[src/rtl/mem_access_pkg.sv]
// Shared types and constants for the unified-memory access initiator.
// Kind codes, error codes and controller state encoding.
package mem_access_pkg;

   localparam int unsigned ADDR_W = 10;
   localparam int unsigned DATA_W = 32;

   typedef enum logic [1:0] {
      KIND_FETCH = 2'd0,
      KIND_LOAD  = 2'd1,
      KIND_STORE = 2'd2,
      KIND_RSVD  = 2'd3
   } req_kind_e;

   typedef enum logic [1:0] {
      ERR_OK         = 2'd0,
      ERR_MISALIGNED = 2'd1,
      ERR_REGION     = 2'd2,
      ERR_BAD_KIND   = 2'd3
   } resp_err_e;

   typedef enum logic [1:0] {
      ST_IDLE   = 2'd0,
      ST_ACCESS = 2'd1,
      ST_WAIT   = 2'd2,
      ST_RESP   = 2'd3
   } state_e;

endpackage

[src/rtl/mem_req_check.sv]
// Combinational legality check for a core memory request.
// Priority: reserved kind, then misalignment, then region violation.
module mem_req_check
   import mem_access_pkg::*;
#(
   parameter int unsigned IMEM_BYTES = 80
) (
   input  req_kind_e         kind,
   input  logic [ADDR_W-1:0] addr,
   output resp_err_e         err,
   output logic              legal
);

   // One extra bit so IMEM_BYTES may span the whole address space.
   localparam logic [ADDR_W:0] IMEM_LIM = (ADDR_W + 1)'(IMEM_BYTES);

   logic in_imem;

   assign in_imem = ({1'b0, addr} < IMEM_LIM);

   always_comb begin
      err = ERR_OK;
      if (kind == KIND_RSVD) begin
         err = ERR_BAD_KIND;
      end else if (addr[1:0] != 2'b00) begin
         err = ERR_MISALIGNED;
      end else if ((kind == KIND_FETCH && !in_imem) ||
                   (kind == KIND_STORE &&  in_imem)) begin
         err = ERR_REGION;
      end
   end

   assign legal = (err == ERR_OK);

endmodule

[src/rtl/mem_access_initiator.sv]
// Initiator for the unified instruction/data BRAM: checks, issues and times
// fetch/load/store accesses. Optional display read port under DISPLAY_PORT_EN.
module mem_access_initiator
   import mem_access_pkg::*;
#(
   parameter int unsigned IMEM_BYTES   = 80,
   parameter int unsigned READ_LATENCY = 1
) (
   input  logic              clk,
   input  logic              rst_n,
   input  logic              req_valid,
   output logic              req_ready,
   input  logic [1:0]        req_kind,
   input  logic [ADDR_W-1:0] req_addr,
   input  logic [DATA_W-1:0] req_wdata,
   output logic              resp_valid,
   output logic [DATA_W-1:0] resp_rdata,
   output logic [1:0]        resp_err,
   output logic [ADDR_W-1:0] mem_address,
   output logic [DATA_W-1:0] mem_write_data,
   output logic              mem_write,
   output logic              mem_read_mode,
   output logic [4:0]        mem_display_address,
   input  logic [DATA_W-1:0] mem_rdata
`ifdef DISPLAY_PORT_EN
   ,
   input  logic              disp_req_valid,
   output logic              disp_req_ready,
   input  logic [4:0]        disp_addr,
   output logic [DATA_W-1:0] disp_rdata,
   output logic              disp_rdata_valid
`endif
);

   state_e            state_q, state_d;
   req_kind_e         kind_q;
   resp_err_e         err_q;
   logic [DATA_W-1:0] rdata_q;
   logic [1:0]        wait_cnt_q;
   logic              ready_q;

   resp_err_e         chk_err;
   logic              chk_legal;
   logic              accept;
   logic              last_beat;
   logic              disp_go;
   logic              disp_q;

   mem_req_check #(
      .IMEM_BYTES (IMEM_BYTES)
   ) u_check (
      .kind  (req_kind_e'(req_kind)),
      .addr  (req_addr),
      .err   (chk_err),
      .legal (chk_legal)
   );

   // ready_q is registered so it reads 0 during reset and rises one edge after release.
   assign req_ready = ready_q;
   assign accept    = req_valid && ready_q;

   // Final cycle before the read data is sampled: ACCESS alone, or the last WAIT.
   assign last_beat = ((state_q == ST_ACCESS) && (READ_LATENCY <= 1)) ||
                      ((state_q == ST_WAIT) && (wait_cnt_q == 2'(READ_LATENCY - 2)));

   always_comb begin
      state_d    = state_q;
      resp_valid = 1'b0;
      resp_rdata = '0;
      resp_err   = ERR_OK;
      mem_write  = 1'b0;

      case (state_q)
         ST_IDLE: begin
            if (accept) begin
               state_d = chk_legal ? ST_ACCESS : ST_RESP;
            end else if (disp_go) begin
               state_d = ST_ACCESS;
            end
         end
         ST_ACCESS: begin
            state_d   = last_beat ? ST_RESP : ST_WAIT;
            mem_write = (kind_q == KIND_STORE);
         end
         ST_WAIT: begin
            if (last_beat) begin
               state_d = ST_RESP;
            end
         end
         ST_RESP: begin
            state_d = ST_IDLE;
            if (!disp_q) begin
               resp_valid = 1'b1;
               resp_err   = err_q;
               resp_rdata = rdata_q;
            end
         end
         default: state_d = ST_IDLE;
      endcase
   end

   always_ff @(posedge clk or negedge rst_n) begin
      if (!rst_n) begin
         state_q        <= ST_IDLE;
         ready_q        <= 1'b0;
         kind_q         <= KIND_FETCH;
         err_q          <= ERR_OK;
         rdata_q        <= '0;
         wait_cnt_q     <= '0;
         mem_address    <= '0;
         mem_write_data <= '0;
      end else begin
         state_q <= state_d;
         ready_q <= (state_d == ST_IDLE);

         if (accept) begin
            kind_q  <= req_kind_e'(req_kind);
            err_q   <= chk_err;
            rdata_q <= '0;
            // Rejected requests leave the memory-facing registers untouched.
            if (chk_legal) begin
               mem_address    <= req_addr;
               mem_write_data <= req_wdata;
            end
         end else if (disp_go) begin
            kind_q      <= KIND_LOAD;
            err_q       <= ERR_OK;
            rdata_q     <= '0;
            mem_address <= ADDR_W'(IMEM_BYTES);
         end

         if (state_q == ST_ACCESS) begin
            wait_cnt_q <= '0;
         end else if (state_q == ST_WAIT) begin
            wait_cnt_q <= wait_cnt_q + 2'd1;
         end

         if (last_beat) begin
            rdata_q <= (kind_q == KIND_STORE) ? '0 : mem_rdata;
         end
      end
   end

`ifdef DISPLAY_PORT_EN
   logic [4:0] disp_addr_q;

   // The core request always wins; display is only taken from an idle, quiet port.
   assign disp_req_ready = ready_q && !req_valid;
   assign disp_go        = disp_req_valid && ready_q && !req_valid;

   always_ff @(posedge clk or negedge rst_n) begin
      if (!rst_n) begin
         disp_q      <= 1'b0;
         disp_addr_q <= '0;
      end else if (accept) begin
         disp_q <= 1'b0;
      end else if (disp_go) begin
         disp_q      <= 1'b1;
         disp_addr_q <= disp_addr;
      end
   end

   assign mem_read_mode       = disp_q && (state_q != ST_IDLE);
   assign mem_display_address = mem_read_mode ? disp_addr_q : '0;
   assign disp_rdata_valid    = disp_q && (state_q == ST_RESP);
   assign disp_rdata          = disp_rdata_valid ? rdata_q : '0;
`else
   assign disp_go             = 1'b0;
   assign disp_q              = 1'b0;
   assign mem_read_mode       = 1'b0;
   assign mem_display_address = '0;
`endif

endmodule

[config.mk]
export PLATFORM = sky130hd
export DESIGN_NAME = mem_access_initiator
export DESIGN_NICKNAME = d
export VERILOG_FILES = /design/src/rtl/mem_access_pkg.sv /design/src/rtl/mem_req_check.sv /design/src/rtl/mem_access_initiator.sv
export SDC_FILE = /design/constraint.sdc
export NUM_CORES = 1
export LEC_CHECK = 0
export BUFFER_PORTS_ARGS = -buffer_cell sky130_fd_sc_hd__buf_2
export CAP_MARGIN = 20
export CORE_MARGIN = 2
export CORE_UTILIZATION = 40
export DETAILED_ROUTE_END_ITERATION = 16
export GPL_ROUTABILITY_DRIVEN = 1
export PLACE_DENSITY = 0.72
export SYNTH_ARGS = -nofsm -noshare
export SYNTH_HDL_FRONTEND = slang
export SYNTH_SLANG_ARGS = --single-unit
[constraint.sdc]
create_clock -name clk -period 1.9 [get_ports clk]
set_input_delay 0.095 -clock clk [delete_from_list [all_inputs] [get_ports clk]]
set_output_delay 0.095 -clock clk [all_outputs]
set_load 0.01 [all_outputs]
==> impl_results.md, run 1 <==
- HP Class: primary input to flop
- Mapped Area: 0.00362 mm²
- Final worst slack: 74.4 ps
- First-pass GRT wire length: 14900 µm
- Pwr/cell area: 1390 mW/mm²
- Crit start category: primary input
- Initial drt markers: 64
- Distinct cell type count after synthesis: 32
- H-tree levels: 3
- Max cap viols: 0
- Net count of the finished layout: 581
- ANT cells: 0
- Fraction of layout cells with a size suffix above 1: 44.8%
- Die area: 0.00983 mm²
- Core Region: 0.00876 mm²
- Die H: 99.1 µm
- Die Wd: 99.1 µm
- Syn Area/Cell: 13.6 µm²
- Clock Sinks: 83
- Leakage: 2.87 nW
- Mapped Cells: 266
- Fmax: 0.548 GHz
- Clk slew on worst S/H paths: 90 ps
- Vias in the first global route: 3016
- Final Setup Violations: 0
- Asr flop ratio synth: 100%
- # fillers: 673
- Dpl hpwl: 5710 µm
- CTS buffer count: 9
- Commonest non-fill, non-tap cell in the layout: buf_2
- Status: completed
- Pin count of the biggest net entering global routing: 47
- Fin area: 0.00550 mm²
- Slew Limit Fails: 0
- Worst Setup End Kind: flop
- CTS tree: done
- Dominant synthesized flop cell: dfrtp_1
- Layout Cells excl Fill: 610
- Clock Latency Late Sink: 350 ps
- Congestion Overflow GR: 0
- Drt pass-1 iters: 4
- Row count: 34
- Via density: 4.86
- DRC: 0
- Yosys warning count: 0
- Antenna-violating nets left: 0
- Dpl ws: 68.7 ps
- Final-report hold violation count: 0
- Register area share after synthesis: 57.4%
- Register area: 0.00208 mm²
- Setup Skew: 14.8 ps
- Tot Pwr: 0.00765 W
- Period Utilization, post-route: 96.1%
- Initial Utilization: 41.3%
- Wire per inst: 15.3 µm
- Max Buffers Root-to-Sink: 2
- GR Util All Layers: 18.9%
- Rel. slew slack: 66.3%
- Antenna violations before repair: 0
- EDFF count, synth: 0
- Worst Tran Pin Value: 506 ps
- Commonest non-fill, non-tap cells in the layout: 156 x buf_2, 83 x dfrtp_1, 72 x dlygate4sd3_1, 38 x and2_1, 33 x a22o_1
- Req. time, crit path: 2130 ps
- DRT Wirelength: 9360 µm
- Critical Path AT: 2050 ps
- Yosys reg bits: 83
- Clk root buf: clkbuf_8
- Area Growth Syn to Fin: 51.9%
- Footprint of the multi-input gates: 0.00142 mm²
- # port buffers: 157
- Placed cell areas: 0.00454 mm²
- Crit path max fanout: 20
- Via count: 2965
- Worst vdd ir: 0.650 mV
- GP Congestion: 0.795
- Placed insts: 522
- IO Pins: 164
- Fin crit period: 1830 ps
- Core Util, Final: 62.8%
- CP Class: primary input to flop
==> layout make-up <==
class                           instances  share of cell area (%)
Clock buffer                           11                    2.75
Clock inverter                          5                    1.55
Inverter                                6                   0.409
Multi-Input combinational cell        161                    25.8
Sequential cell                        83                    37.8
Tap cell                              108                    2.46
Timing Repair Buffer                  236                    29.3
==> per-layer routing <==
layer / vias to the layer above / GRT usage, % / part of all wire, %
met5: - / 0 / 0
met4: 0 / 5.69 / 1.5
met3: 12 / 5.06 / 6.3
met2: 117 / 33.4 / 50
met1: 1451 / 22.7 / 42
li1: 1385 / - / -
==> registers in the layout, summed over array words and instances (netlist names) <==
signal	flops
err_q	2
kind_q	2
mem_address	10
mem_write_data	32
rdata_q	32
req_ready	1
state_q	2
wait_cnt_q	2
==> timing repair <==
| item | 4_1_cts | 5_1_grt |
|---|---|---|
| cloned | 0 | 0 |
| setup endpoints to repair | 35 | 10 |
| hold endpoints to repair | 108 | 0 |
| buffers inserted | 0 | 0 |
| gates resized for setup | 1 | 1 |
| hold buffers | 72 | 0 |
==> where the power goes <==
group / internal (W) / switching [W] / total, W
registers: 0.00256 / 0.000444 / 0.00301
clock network: 0.000817 / 0.000642 / 0.00146
logic: 0.00169 / 0.00150 / 0.00319
total: 0.00507 / 0.00259 / 0.00765
==> synth_stat cells (2+ instances only) <==
cell type / number / area, µm²
buf_4: 6 / 45.0
inv_1: 6 / 22.5
nor2_1: 4 / 15.0
nand2_1: 6 / 22.5
clkbuf_1: 11 / 41.3
a21oi_1: 5 / 25.0
and2_1: 38 / 238
mux2_4: 28 / 420
mux2_2: 13 / 146
o21ai_0: 5 / 25.0
a31oi_1: 2 / 12.5
ha_1: 5 / 62.6
buf_6: 4 / 45.0
dfrtp_1: 83 / 2080
a22o_1: 33 / 289
==> cells by family after synthesis <==
logic type	count (synthesis)	synth area share, %
buffers and inverters	27	4.25
other	1	0.104
adder cells (fa/ha/maj)	5	1.73
multiplexers	42	15.9
flip-flops	83	57.4
AO/OA/AOI/OAI	53	11.4
AND/OR/NAND/NOR	55	9.23
==> per-stage QoR <==
step                      hold slack, ps  setup TNS (ps)
after floorplan                     -201               0
after global placement              84.2               0
after detailed placement            92.6               0
after CTS                           30.6               0
after global routing                55.4           -40.1
final                               47.5               0
==> path summary, 6_finish.rpt <==
kind                                             from                        endpoint  slack [ps]  cells after the start
max                                       req_addr[5]  mem_write_data[28]$_DFFE_PN0P_          70                      7
min in group asynchronous                       rst_n          rdata_q[5]$_DFFE_PN0P_         260                      2
min reg2reg                mem_address[0]$_DFFE_PN0P_      mem_address[0]$_DFFE_PN0P_         490                      1
max in group asynchronous                       rst_n         rdata_q[21]$_DFFE_PN0P_        1000                      3
max reg2reg                       req_ready$_DFF_PN0_   mem_write_data[0]$_DFFE_PN0P_          90                      5
min                                       req_kind[1]           kind_q[1]$_DFFE_PN0P_          50                      3
==> worst max-delay path, cell delays in order <==
cell and delay, ps:
dlygate4sd3_1 550, buf_2 140, o21ai_1 210, a21o_1 210, mux2_4 360, buf_12 180
mux2_4 300
Power figures use the tool's default switching activity.
==> run 2, diff against run 1 <==
--- a/config.mk
+++ b/config.mk
@@ -12,6 +12,7 @@
 export DETAILED_ROUTE_END_ITERATION = 16
 export GPL_ROUTABILITY_DRIVEN = 1
 export PLACE_DENSITY = 0.72
+export RECOVER_POWER = 100
 export SYNTH_ARGS = -nofsm -noshare
 export SYNTH_HDL_FRONTEND = slang
 export SYNTH_SLANG_ARGS = --single-unit
==> run 2 against run 1 <==
Compared with the run above:
- clock skew shrank 1.1 ps
- via count is 0.91% lower
- total power fell by 2.2%
- non-clock buffer count is the same
- first-iteration DRC count is 14% higher
- die area unchanged
- critical path type unchanged
- critical endpoint unchanged
- largest power group is now registers
==> impl_results.md, run 2 (synthesized netlist as in run 1, its figures left out) <==
- Fin Setup TNS: 0 ps (unchanged)
- Fin crit period: 1820 ps (-2.47 ps)
- Congestion Overflow GR: 0 (unchanged)
- ANT cells: 0 (unchanged)
- Status: completed
- Worst vdd ir: 0.629 mV (-3.2%)
- Commonest non-fill, non-tap cells in the layout: 112 x buf_2, 83 x dfrtp_1, 72 x dlygate4sd3_1, 45 x clkbuf_1, 36 x and2_1
- Wire per inst: 15.3 µm (-0.20%)
- Crit-path slowest cell: dlygate4sd3_1
- DRC: 0 (unchanged)
- Die H: 99.1 µm (unchanged)
- Initial drt markers: 73 (+14%)
- Antenna-violating nets left: 0 (unchanged)
- # port buffers: 157 (unchanged)
- Commonest non-fill, non-tap cell in the layout: buf_2
- HP Class: primary input to flop
- Via density: 4.82 (-0.91%)
- Worst Tran Pin Value: 916 ps (+410 ps)
- IO Pins: 164 (unchanged)
- WP buf/inv: 3 (unchanged)
- Crit path max fanout: 20 (unchanged)
- Worst Setup End Kind: flop
- Fmax: 0.549 GHz (+0.14%)
- Pin count of the biggest net entering global routing: 47 (unchanged)
- CTS tree: done
- Max Buffers Root-to-Sink: 2 (unchanged)
- GR Util All Layers: 18.9% (unchanged)
- Top Registers: mem_write_data x32, rdata_q x32, mem_address x10
- CP max stage delay: 550 ps (about the same)
- Fin area: 0.00542 mm² (-1.6%)
- Net count of the finished layout: 581 (unchanged)
- Crit path cell chain: dlygate4sd3_1 > buf_2 > o21ai_1 > a21o_1 > mux2_4 > buf_12 > mux2_4
- Critical Path AT: 2050 ps (about the same)
- CP delay by family, top: buffers and inverters
- GP Congestion: 0.795 (unchanged)
- Tot Pwr: 0.00748 W (-2.2%)
- Req. time, crit path: 2130 ps (about the same)
- Setup Skew: 13.7 ps (-1.14 ps)
- Flop-to-flop setup slack: 90 ps (about the same)
- Row count: 34 (unchanged)
- CP Class: primary input to flop
- Final-report hold violation count: 0 (unchanged)
- Leakage: 2.70 nW (-5.8%)
- First-pass GRT wire length: 14900 µm (unchanged)
- Max cap viols: 0 (unchanged)
- H-tree levels: 3 (unchanged)
- # fillers: 700 (+4.0%)
- Setup Buffers After CTS: 0 (unchanged)
- Core Region: 0.00876 mm² (unchanged)
- Die area: 0.00983 mm² (unchanged)
- Crit start category: primary input
- Slew Limit Fails: 0 (unchanged)
- Clk root buf: clkbuf_8
- Clk slew on worst S/H paths: 90 ps (about the same)
- Rel. slew slack: 38.9% (-27 points)
- Vias in the first global route: 3016 (unchanged)
- Clock Sinks: 83 (unchanged)
- DRT Wirelength: 9340 µm (-0.20%)
- Period Utilization, post-route: 96.0% (-0.13 points)
- Pwr/cell area: 1380 mW/mm² (-0.68%)
- Via count: 2938 (-0.91%)
- Dpl hpwl: 5710 µm (unchanged)
- Placed cell areas: 0.00454 mm² (unchanged)
- Clock Latency Late Sink: 350 ps (about the same)
- Crit path top cell by count: mux2_4
- Area Growth Syn to Fin: 49.6%
- Initial Utilization: 41.3% (unchanged)
- Final Setup Violations: 0 (unchanged)
- Antenna violations before repair: 0 (unchanged)
- Fraction of layout cells with a size suffix above 1: 35.9% (-9.0 points)
- Drt pass-1 iters: 4 (unchanged)
- Die Wd: 99.1 µm (unchanged)
- CTS buffer count: 9 (unchanged)
==> run 2: metrics by stage <==
stage	setup slack [ps]	utilization [%]	hold slack (ps)	cells
detailed placement	68.7	51.8	92.6	522
global route	-15.2	61.8	55.4	610
global placement	166	51.8	84.2	522
CTS	43.6	62.7	30.6	610
floorplan	160	-	-201	271
finish	76.9	61.8	46.7	610
==> run 2: area by class of cell <==
| type | instances | area, µm² | share of cell area (%) |
|---|---|---|---|
| multi-input combinational | 161 | 1420 | 26.2 |
| sequential | 83 | 2080 | 38.4 |
| tap | 108 | 135 | 2.50 |
| clock inverter | 5 | 85.1 | 1.57 |
| inverter | 6 | 22.5 | 0.416 |
| clock buffer | 11 | 151 | 2.80 |
| timing repair buffer | 236 | 1530 | 28.2 |
==> run 2: path summary, 6_finish.rpt <==
kind | cells past startpoint | to | startpoint
hold / removal | 3 | kind_q[1]$_DFFE_PN0P_ | req_kind[1]
max in group asynchronous | 3 | rdata_q[21]$_DFFE_PN0P_ | rst_n
setup reg to reg | 5 | mem_write_data[0]$_DFFE_PN0P_ | req_ready$_DFF_PN0_
hold reg to reg | 1 | mem_address[1]$_DFFE_PN0P_ | mem_address[1]$_DFFE_PN0P_
setup / recovery | 7 | mem_write_data[28]$_DFFE_PN0P_ | req_addr[5]
min in group asynchronous | 2 | rdata_q[5]$_DFFE_PN0P_ | rst_n
==> run 2: report_power, final <==
group          switching (W)  total (W)  internal, W
clock network       0.000638    0.00145     0.000817
logic                0.00149    0.00301      0.00152
registers           0.000456    0.00302      0.00256
total                0.00258    0.00748      0.00490
==> run 2: worst register-to-register path, delay by kind of cell (launching register included) <==
kind | cells | cell delay [ps]
multiplexers | 2 | 610
AND/OR/NAND/NOR | 2 | 510
flip-flops | 1 | 380
buffers and inverters | 1 | 190
==> run 2: metal layers <==
| metal | up-vias | routed length [µm] | track usage, % |
|---|---|---|---|
| met5 | - | 0 | 0 |
| met3 | 12 | 614 | 5.06 |
| met2 | 120 | 4730 | 33.4 |
| met1 | 1425 | 3850 | 22.7 |
| met4 | 0 | 145 | 5.69 |
| li1 | 1381 | - | - |
==> run 2: timing repair <==
item                       CTS  global route
resized for setup            1             1
hold endpoints to repair   108             0
hold buffers                72             0
setup endpoints to repair   35            10
